--- config.mk ---
export PLATFORM = sky130hd
export DESIGN_NAME = inst_fetch_aligner
export DESIGN_NICKNAME = d
export VERILOG_FILES = /design/src/rtl/inst_fetch_aligner_pkg.sv /design/src/rtl/inst_fetch_aligner_halfword_queue.sv /design/src/rtl/inst_fetch_aligner.sv
export SDC_FILE = /design/constraint.sdc
export NUM_CORES = 1
export LEC_CHECK = 0
export BUFFER_PORTS_ARGS = -buffer_cell sky130_fd_sc_hd__clkbuf_2
export CORE_MARGIN = 2
export CORE_UTILIZATION = 56
export CTS_CLUSTER_DIAMETER = 60
export DETAILED_ROUTE_END_ITERATION = 7
export GPL_ROUTABILITY_DRIVEN = 0
export PLACE_DENSITY_LB_ADDON = 0.15
export SYNTH_ARGS = -nofsm -noshare
export SYNTH_HDL_FRONTEND = slang
export SYNTH_SLANG_ARGS = --single-unit
--- constraint.sdc ---
create_clock -name clk_in -period 5.11 [get_ports clk_in]
set_input_delay 0.2555 -clock clk_in [delete_from_list [all_inputs] [get_ports clk_in]]
set_output_delay 0.2555 -clock clk_in [all_outputs]
set_load 0.03 [all_outputs]
--- src/rtl/inst_fetch_aligner_pkg.sv ---
// Shared types and constants for the fetch aligner.
// Fetch FSM states, halfword type and RVC length marker.
package inst_fetch_aligner_pkg;

  localparam int HW_W = 16;

  localparam logic [1:0] RVC_FULL_LEN = 2'b11;

  typedef logic [HW_W-1:0] hw_t;

  typedef enum logic [1:0] {
    FETCH_IDLE  = 2'd0,
    FETCH_REQ   = 2'd1,
    FETCH_WAIT  = 2'd2,
    FETCH_DRAIN = 2'd3
  } fetch_state_e;

endpackage

--- src/rtl/inst_fetch_aligner_halfword_queue.sv ---
// Four-entry halfword shift buffer for the fetch aligner.
// Pops from the head and appends at the post-pop tail in one cycle.
module inst_halfword_queue
  import inst_fetch_aligner_pkg::*;
(
  input  logic       clk_i,
  input  logic       rst_ni,
  input  logic       flush_i,
  input  logic [1:0] pop_i,
  input  logic [1:0] push_i,
  input  hw_t        push_lo_i,
  input  hw_t        push_hi_i,
  output hw_t        hw0_o,
  output hw_t        hw1_o,
  output logic [2:0] cnt_o
);

  logic [3:0][HW_W-1:0] hw_q, hw_d;
  logic [2:0]           cnt_q, cnt_d;
  logic [2:0]           rem;

  // Shift out consumed entries, then append new ones behind what is left.
  always_comb begin
    rem   = cnt_q - {1'b0, pop_i};
    hw_d  = hw_q >> {pop_i, 4'b0000};
    for (int i = 0; i < 4; i++) begin
      if (push_i != 2'd0 && rem == 3'(i)) begin
        hw_d[i] = push_lo_i;
      end
      if (push_i == 2'd2 && rem + 3'd1 == 3'(i)) begin
        hw_d[i] = push_hi_i;
      end
    end
    cnt_d = rem + {1'b0, push_i};
    if (flush_i) begin
      hw_d  = '0;
      cnt_d = '0;
    end
  end

  // Buffer and occupancy registers.
  always_ff @(posedge clk_i or negedge rst_ni) begin
    if (!rst_ni) begin
      hw_q  <= '0;
      cnt_q <= '0;
    end else begin
      hw_q  <= hw_d;
      cnt_q <= cnt_d;
    end
  end

  assign hw0_o = hw_q[0];
  assign hw1_o = hw_q[1];
  assign cnt_o = cnt_q;

endmodule

--- src/rtl/inst_fetch_aligner.sv ---
// Fetch front end: word fetch, halfword buffering and realignment
// of mixed 16/32-bit instructions toward the decoder.
module inst_fetch_aligner
  import inst_fetch_aligner_pkg::*;
#(
  parameter logic [31:0] RESET_PC = 32'h0000_0000
) (
  input  logic        clk_in,
  input  logic        rst_n_in,
  output logic        mem_req_valid,
  output logic [31:0] mem_req_addr,
  input  logic        mem_req_ready,
  input  logic        mem_rsp_valid,
  input  logic [31:0] mem_rsp_data,
  output logic        inst_valid,
  output logic [31:0] inst,
  output logic        inst_length,
  output logic [31:0] inst_pc,
  input  logic        inst_ready,
  input  logic        redirect_valid,
  input  logic [31:0] redirect_pc
);

  localparam logic [31:0] RST_HEAD  = {RESET_PC[31:1], 1'b0};
  localparam logic [31:0] RST_FETCH = {RESET_PC[31:2], 2'b00};

  fetch_state_e state_q;
  logic         req_q;
  logic [31:0]  head_pc_q;
  logic [31:0]  fetch_addr_q;
  logic         skip_q;

  hw_t          hw0, hw1;
  hw_t          push_lo;
  logic [2:0]   cnt, cnt_rem;
  logic [1:0]   pop, push;
  logic         consume, rsp_take;

  // Decode the head of the buffer into one complete instruction.
  always_comb begin
    inst_valid  = 1'b0;
    inst        = '0;
    inst_length = 1'b0;
    if (hw0[1:0] != RVC_FULL_LEN) begin
      if (cnt != 3'd0) begin
        inst_valid = 1'b1;
        inst       = {16'h0000, hw0};
      end
    end else if (cnt >= 3'd2) begin
      inst_valid  = 1'b1;
      inst        = {hw1, hw0};
      inst_length = 1'b1;
    end
  end

  assign consume  = inst_valid & inst_ready;
  assign pop      = consume ? (inst_length ? 2'd2 : 2'd1) : 2'd0;
  assign cnt_rem  = cnt - {1'b0, pop};
  assign rsp_take = (state_q == FETCH_WAIT) & mem_rsp_valid
                  & ~redirect_valid;
  assign push     = rsp_take ? (skip_q ? 2'd1 : 2'd2) : 2'd0;
  assign push_lo  = skip_q ? mem_rsp_data[31:16] : mem_rsp_data[15:0];

  inst_halfword_queue u_hwq (
    .clk_i     (clk_in),
    .rst_ni    (rst_n_in),
    .flush_i   (redirect_valid),
    .pop_i     (pop),
    .push_i    (push),
    .push_lo_i (push_lo),
    .push_hi_i (mem_rsp_data[31:16]),
    .hw0_o     (hw0),
    .hw1_o     (hw1),
    .cnt_o     (cnt)
  );

  // Fetch FSM; a response arriving with the redirect retires the
  // outstanding request, so no drain is needed in that case.
  always_ff @(posedge clk_in or negedge rst_n_in) begin
    if (!rst_n_in) begin
      state_q      <= FETCH_IDLE;
      req_q        <= 1'b0;
      head_pc_q    <= RST_HEAD;
      fetch_addr_q <= RST_FETCH;
      skip_q       <= RESET_PC[1];
    end else if (redirect_valid) begin
      head_pc_q    <= redirect_pc & ~32'd1;
      fetch_addr_q <= redirect_pc & ~32'd3;
      skip_q       <= redirect_pc[1];
      if ((state_q == FETCH_WAIT || state_q == FETCH_DRAIN)
          && !mem_rsp_valid) begin
        state_q <= FETCH_DRAIN;
        req_q   <= 1'b0;
      end else begin
        state_q <= FETCH_REQ;
        req_q   <= 1'b1;
      end
    end else begin
      if (consume) begin
        head_pc_q <= head_pc_q + (inst_length ? 32'd4 : 32'd2);
      end
      unique case (state_q)
        FETCH_IDLE: begin
          if (cnt_rem <= 3'd2) begin
            state_q <= FETCH_REQ;
            req_q   <= 1'b1;
          end
        end
        FETCH_REQ: begin
          if (mem_req_ready) begin
            state_q      <= FETCH_WAIT;
            req_q        <= 1'b0;
            fetch_addr_q <= fetch_addr_q + 32'd4;
          end
        end
        FETCH_WAIT: begin
          if (mem_rsp_valid) begin
            state_q <= FETCH_IDLE;
            skip_q  <= 1'b0;
          end
        end
        FETCH_DRAIN: begin
          if (mem_rsp_valid) begin
            state_q <= FETCH_REQ;
            req_q   <= 1'b1;
          end
        end
      endcase
    end
  end

  assign mem_req_valid = req_q;
  assign mem_req_addr  = fetch_addr_q;
  assign inst_pc       = head_pc_q;

endmodule
======== Word level (Yosys, flattened, before mapping) ========
Cells that the tools add are included.
storage, ports and cells
  bits in registers ....................... 135
  bits of input ports ..................... 70
  output and inout bits ................... 99
  logic and storage cells ................. 107
operators by class
  $add $sub $neg .......................... 5
  order comparisons ....................... 2
  equality and inequality tests ........... 15
  shifts and indexed selects .............. 1
  multiplexer cells ....................... 44
  bitwise logic cells ..................... 4
  reductions and logical operators ........ 26
operator list
  kind                   number
  $mux 32                7
  $mux 16                10
  $mux 64                1
  $shr 64x6->64          1
  $add 32x3->32          1
  $add 32x3->32 const B  1
  $mux 2                 10
  $eq 3x2->1 const B     4
  $mux 1                 12
  $ne 3x3->1 const B     4
  $reduce_bool 2->1      6
  $logic_and 1x1->1      9
  $pmux 2 s4             1
  $reduce_and 4->1       2
  $eq 2x2->1 const B     3
  $eq 3x1->1 const B     2
  $logic_not 3->1        2
  $mux 3                 2
  $reduce_and 2->1       2
  $reduce_bool 4->1      1
  $add 3x1->3 const B    1
  $add 3x2->3            1
  $and 1x1->1            3
  $ge 3x2->1 const B     1
  10 further kinds       10

======== Longest topological paths before layout ========
  depth after elaboration ................. 11
  mapped depth ............................ 18
  depth with buffers taken out ............ 14

======== Modules after synthesis ========
Synthesis repeated with hierarchy kept, for this count alone.
second synthesis, totals
  cells, all modules ...................... 1,003
  area total of the unflattened synthesis .. 9,120.0 um^2
by module, submodules not included
  module               times used  cells an instance  area each (um^2)  sequential area each (um^2)
  inst_halfword_queue  1           526                4,616.9           1,676.6
  inst_fetch_aligner   1           477                4,503.1           1,626.6

======== Worst setup path after synthesis ========
Ideal clock, no wire load.
  kind .................................... register to register
  start ................................... register u_hwq.cnt_q[1], in the netlist u_hwq.cnt_o[1]
  end ..................................... register u_hwq.hw_q, in the netlist u_hwq.hw1_o[1]
  library setup time ...................... 82 ps
  data arrival time ....................... 3,784 ps
  slack ................................... 1,244 ps
  cell stages (with the launch flop) ...... 18
  clock period less this slack ............ 3,866 ps
  cells stage by stage .................... dfrtp_1 -> or2_1 -> buf_2 -> o211a_1 -> buf_2 -> buf_2 -> ha_1 -> inv_1 -> fa_1 -> xnor2_1 -> inv_1 -> ha_1 -> nand2b_1 -> mux2_2 -> o311ai_2 -> clkbuf_1 -> o21ai_0 -> a31oi_1
on the way
  cells in the longest elaborated chain, start to end .. 11
  elaborated cells between the ends (all ways) .. 19
RTL lines
  item                                             line                                                                              source
  from (decl)                                      inst_fetch_aligner_halfword_queue.sv:19                                           logic [2:0] cnt_q, cnt_d;
  from (signal assigned)                           inst_fetch_aligner_halfword_queue.sv:48                                           cnt_q <= cnt_d;
  $ge 3x2->1 or $reduce_bool 3->1 (tied branches)  inst_fetch_aligner.sv:49, inst_fetch_aligner.sv:45
  $mux 1 (on tied branches)                        inst_fetch_aligner.sv:49, inst_fetch_aligner.sv:45
  $mux 1                                           inst_fetch_aligner.sv:44                                                          if (hw0[1:0] != RVC_FULL_LEN) begin
  $mux 2 or $and 1x1->1 (tied branches)            inst_fetch_aligner.sv:57, inst_fetch_aligner.sv:56
  $mux 2                                           inst_fetch_aligner.sv:57                                                          assign pop = consume ? (inst_length ? 2'd2 : 2'd1) : 2'd0;
  $sub 3x2->3                                      inst_fetch_aligner_halfword_queue.sv:24                                           rem = cnt_q - {1'b0, pop_i};
  $add 3x1->3 or $eq 3x1->1 (tied branches)        inst_fetch_aligner_halfword_queue.sv:30, inst_fetch_aligner_halfword_queue.sv:27
  $eq 3x1->1 or $logic_and 1x1->1 (tied branches)  inst_fetch_aligner_halfword_queue.sv:30, inst_fetch_aligner_halfword_queue.sv:27
  $logic_and 1x1->1 or $mux 16 (tied branches)     inst_fetch_aligner_halfword_queue.sv:30, inst_fetch_aligner_halfword_queue.sv:27
  $mux 16 (*)                                      inst_fetch_aligner_halfword_queue.sv:30                                           if (push_i == 2'd2 && rem + 3'd1 == 3'(i)) begin
  $mux 64 (*)                                      inst_fetch_aligner_halfword_queue.sv:35                                           if (flush_i) begin
  to (signal assigned)                             inst_fetch_aligner_halfword_queue.sv:47                                           hw_q <= hw_d;
  to (decl)                                        inst_fetch_aligner_halfword_queue.sv:18                                           logic [3:0][HW_W-1:0] hw_q, hw_d;
Every way passes the cells marked *; elsewhere a longest branch is shown, timed or not.
A chain may end at the register's enable or synchronous reset.

======== Worst setup path in the final report ========
  start ................................... register u_hwq.cnt_q[1], in the netlist u_hwq.cnt_o[1]
  end ..................................... register u_hwq.hw_q, in the netlist u_hwq.hw0_o[5]
on the way
  cells in the longest elaborated chain, start to end .. 11
  elaborated cells between the ends (all ways) .. 19
RTL lines
  item                                                  line
  $ge 3x2->1 or $reduce_bool 3->1 (tied branches)       inst_fetch_aligner.sv:49, inst_fetch_aligner.sv:45
  $mux 1 (on tied branches)                             inst_fetch_aligner.sv:49, inst_fetch_aligner.sv:45
  $mux 1                                                inst_fetch_aligner.sv:44
  $mux 2 or $and 1x1->1 (tied branches)                 inst_fetch_aligner.sv:57, inst_fetch_aligner.sv:56
  $mux 2                                                inst_fetch_aligner.sv:57
  $sub 3x2->3                                           inst_fetch_aligner_halfword_queue.sv:24
  $add 3x1->3 or $logic_not 3->1 (tied branches)        inst_fetch_aligner_halfword_queue.sv:30, inst_fetch_aligner_halfword_queue.sv:27
  $logic_not 3->1 or $logic_and 1x1->1 (tied branches)  inst_fetch_aligner_halfword_queue.sv:30, inst_fetch_aligner_halfword_queue.sv:27
  $logic_and 1x1->1 or $mux 16 (tied branches)          inst_fetch_aligner_halfword_queue.sv:30, inst_fetch_aligner_halfword_queue.sv:27
  $mux 16 (*)                                           inst_fetch_aligner_halfword_queue.sv:30
  $mux 64 (*)                                           inst_fetch_aligner_halfword_queue.sv:35
Marks and branches as above.

==> summary.txt <==
Outcome
  – Outcome: finished, final reports clean

Worst setup path
  – Setup CP Type: reg -> reg
  – Worst setup EP type: register
  – Critical Path RT: 5360 ps
  – Arrival time worst endpoint: 4620 ps
  – Critical path peak fanout: 32
  – Worst setup SP type: register

Layout
  – Area occupied by multi-input gates: 4710 µm²
  – N_diodes: 0
  – Post-route insts no fill: 1252
  – FF+latch area: 3300 µm²
  – Share of cells above drive strength 1: 0.263
  – Fill count: 1197
  – Final Net Count: 1139
  – P&R area growth vs syn: 17.8%

Floorplan
  – Core Footprint: 14600 µm²
  – Die Wd: 126 µm
  – FP Rows: 44
  – Die Height: 126 µm
  – Die footprint: 15900 µm²
  – I/O pin total: 169
  – Starting Density: 0.574

Logic synthesis
  – Mapped Cells: 921
  – Post-synthesis cell type count: 60
  – Number of synthesized flops with an enable pin: 0
  – Predominant post-synthesis flop cell: dfrtp_1
  – Post-Syn Area: 8370 µm²
  – Number of synthesized register bits: 132
  – Avg Inst Size Synth: 9.09 µm²
  – Sequential-to-total area share from yosys stat: 0.395
  – Syn. warnings: 0
  – Async S/R FF share, synth: 1.00

Global route
  – GRT Total Usage: 0.314
  – Initial antenna violation count: 0
  – Vias in the first global route: 7563
  – First-pass GRT wire length: 40.0 mm
  – Pin count of the biggest net entering global routing: 58
  – Grt ovf: 0

Clock tree
  – Clock buffer depth: 2
  – Post-CTS Setup Bufs: 0
  – Clk slew on worst S/H paths: 60 ps
  – Root buffer cell: clkbuf_16
  – Resize count post-CTS: 0
  – Hold Buf Count CTS: 1
  – Worst-Skew Late Latency: 420 ps
  – CTS Buf Count: 17
  – CTS tree: built
  – CTS HTree Levels: 4
  – Clock sinks: 132

Route
  – Drt via density: 6.35
  – WL final: 24.8 mm
  – Routed Antenna Nets: 0
  – DRT iter0 DRCs: 856
  – Via Count: 7951
  – Pre-antenna DRT Iters: 5
  – WL per Instance: 19.8 µm
  – DRC viols: 0

Power and ir drop
  – NetSw: 1.64 mW
  – Reg power frac: 0.330
  – Clock network fraction of total power: 0.295
  – P_int: 2.38 mW
  – Pwr Total: 4.02 mW
  – Comb power frac: 0.375
  – Peak VDD IR: 0.303 mV
  – Net Sw Frac: 0.409
  – Cell area power density: 408 nW/µm²
  – Static Leak: 4.33 nW

STA
  – Actual slew at the worst max-slew pin: 1140 ps
  – Fmax: 229 MHz
  – Final period utilization: 0.856
  – Hold WS: 73.5 ps
  – Final setup viols: 0
  – Endpoints failing hold: 0
  – Crit path time final: 4370 ps
  – Setup TNS: 0 ps
  – Clock Skew: 8.61 ps
  – RSZ-0062 raised after global routing: no
  – Relative slew slack: 0.236
  – Final Max Slew Viols: 0

Place
  – IO Port Bufs: 164
  – Detailed placer's ending HPWL: 16.6 mm
  – Placed cell count: 1220

Worst hold path
  – Hold Path Class: in -> reg

Flow run
  – Reported max-cap violation count: 0
-- power by group through the flow --
stage	combinational [mW]	clock (mW)	sequential (mW)
final	1.51	1.19	1.33
after global routing	1.64	1.25	1.35
after CTS	1.50	1.20	1.32
after detailed placement	1.49	0	1.34
after global placement	1.47	0	1.34
after floorplan	0.978	0	1.42
-- path summary, 6_finish.rpt --
check	startpoint	end	slack, ps	cells past startpoint
worst max-delay path	u_hwq.cnt_o[1]	u_hwq.hw0_o[5]	740	13
worst min-delay path	redirect_pc[31]	inst_pc[31]	70	2
worst max register to register	u_hwq.cnt_o[1]	u_hwq.hw0_o[5]	740	13
worst min register to register	mem_req_valid	mem_req_valid	580	2
max in group asynchronous	rst_n_in	inst_pc[14]	3640	3
min in group asynchronous	rst_n_in	inst_pc[30]	330	2
-- through the flow --
| step | setup WS, ps | util | instance area, µm² |
|---|---|---|---|
| final | 736 | 0.676 | 9860 |
| after global routing | 419 | 0.676 | 9860 |
| after CTS | 771 | 0.676 | 9860 |
| after detailed placement | 810 | 0.637 | 9290 |
| after global placement | 919 | 0.637 | 9290 |
| after floorplan | 1240 | - | 8380 |
-- worst max-delay path: stages (launching register included) --
cell,delay [ps]
dfrtp_1,370
or2_1,240
nand3_1,150
inv_2,330
and2_1,220
inv_2,60
fa_1,730
nor2b_1,280
ha_1,270
nand2b_1,230
nor4_4,60
a2111o_1,810
o21ai_0,350
a31oi_1,70
-- final cells by class --
type                            count  share of cell area
Clock inverter                     14              0.0142
Sequential cell                   132               0.335
Timing Repair Buffer              184              0.0989
Inverter                           21             0.00799
Multi-Input combinational cell    700               0.478
Tap cell                          184              0.0233
Clock buffer                       17              0.0431
-- kinds of logic (layout without fill, tap and decap cells) --
family          Yosys count  after routing  share of synthesized area
simple gates            328            328                      0.198
other cells               1              3                   0.000448
mux                      72             72                     0.0936
fa+ha+maj                13             13                     0.0221
buf+inv                  91            236                     0.0453
xor+xnor                 55             55                     0.0575
compound gates          229            229                      0.188
flops                   132            132                      0.395
-- synth_stat cells (11+ instances only) --
cell        n  share of area
and2_1     38          0.028
buf_2      15         0.0090
nand3_1    19          0.011
xor2_1     22          0.023
a211oi_1   17          0.015
a211o_1    16          0.017
nor3_1     51          0.030
mux2_2     50          0.067
nand2_1    80          0.036
xnor2_1    33          0.035
a221oi_1   16          0.017
o211ai_1   17          0.015
clkbuf_1   46          0.021
a21oi_1    30          0.018
o21ai_0    53          0.032
a221o_1    16          0.019
nand2b_1   11         0.0082
mux2i_1    22          0.026
dfrtp_1   132           0.39
inv_1      16         0.0072
a31oi_1    34          0.025
a21boi_0   11         0.0099
nand4_1    19          0.014
nor2_1     68          0.030
-- metal layers --
layer  wire, µm  global-route usage  part of all wire  up-vias
met5          0                   0                 0        -
met4        577               0.110             0.023        0
met2      11900               0.512              0.48      405
met3       2130              0.0624             0.086       61
li1           -                   -                 -     3644
met1      10200               0.420              0.41     3841
-- cells in the final DEF (no fill, tap or decap), types with 4 or more instances in the layout --
master | netlist | final
nor2_1 | 68 | 68
nand3_1 | 19 | 19
dfrtp_1 | 132 | 132
o21ai_0 | 53 | 53
nor3_1 | 51 | 50
clkinvlp_4 | 0 | 5
a221oi_1 | 16 | 16
inv_2 | 4 | 5
clkbuf_2 | 0 | 163
nor2b_1 | 4 | 4
clkbuf_16 | 0 | 17
buf_4 | 5 | 20
nand4_1 | 19 | 19
a21oi_1 | 30 | 30
mux2i_1 | 22 | 22
nor4_1 | 10 | 10
nand2_1 | 80 | 80
xor2_1 | 22 | 22
nand2b_1 | 11 | 11
o211ai_1 | 17 | 17
xnor2_1 | 33 | 33
inv_1 | 16 | 16
clkinv_2 | 0 | 5
and4_1 | 5 | 5
a221o_1 | 16 | 16
mux2_2 | 50 | 50
a211oi_1 | 17 | 17
and2_1 | 38 | 38
a21boi_0 | 11 | 11
a31oi_1 | 34 | 34
a211o_1 | 16 | 16
ha_1 | 10 | 10
and3_1 | 10 | 10
-- sequential cells by signal, summed over array words and instances, names as in the netlist --
name,cells
u_hwq.cnt_o,3
u_hwq.hw_q,32
mem_req_addr,30
inst_pc,31
u_hwq.hw0_o,16
mem_req_valid,1
u_hwq.hw1_o,16
state_q,2
skip_q,1
Note: power is estimated with default switching activity, not from simulation.
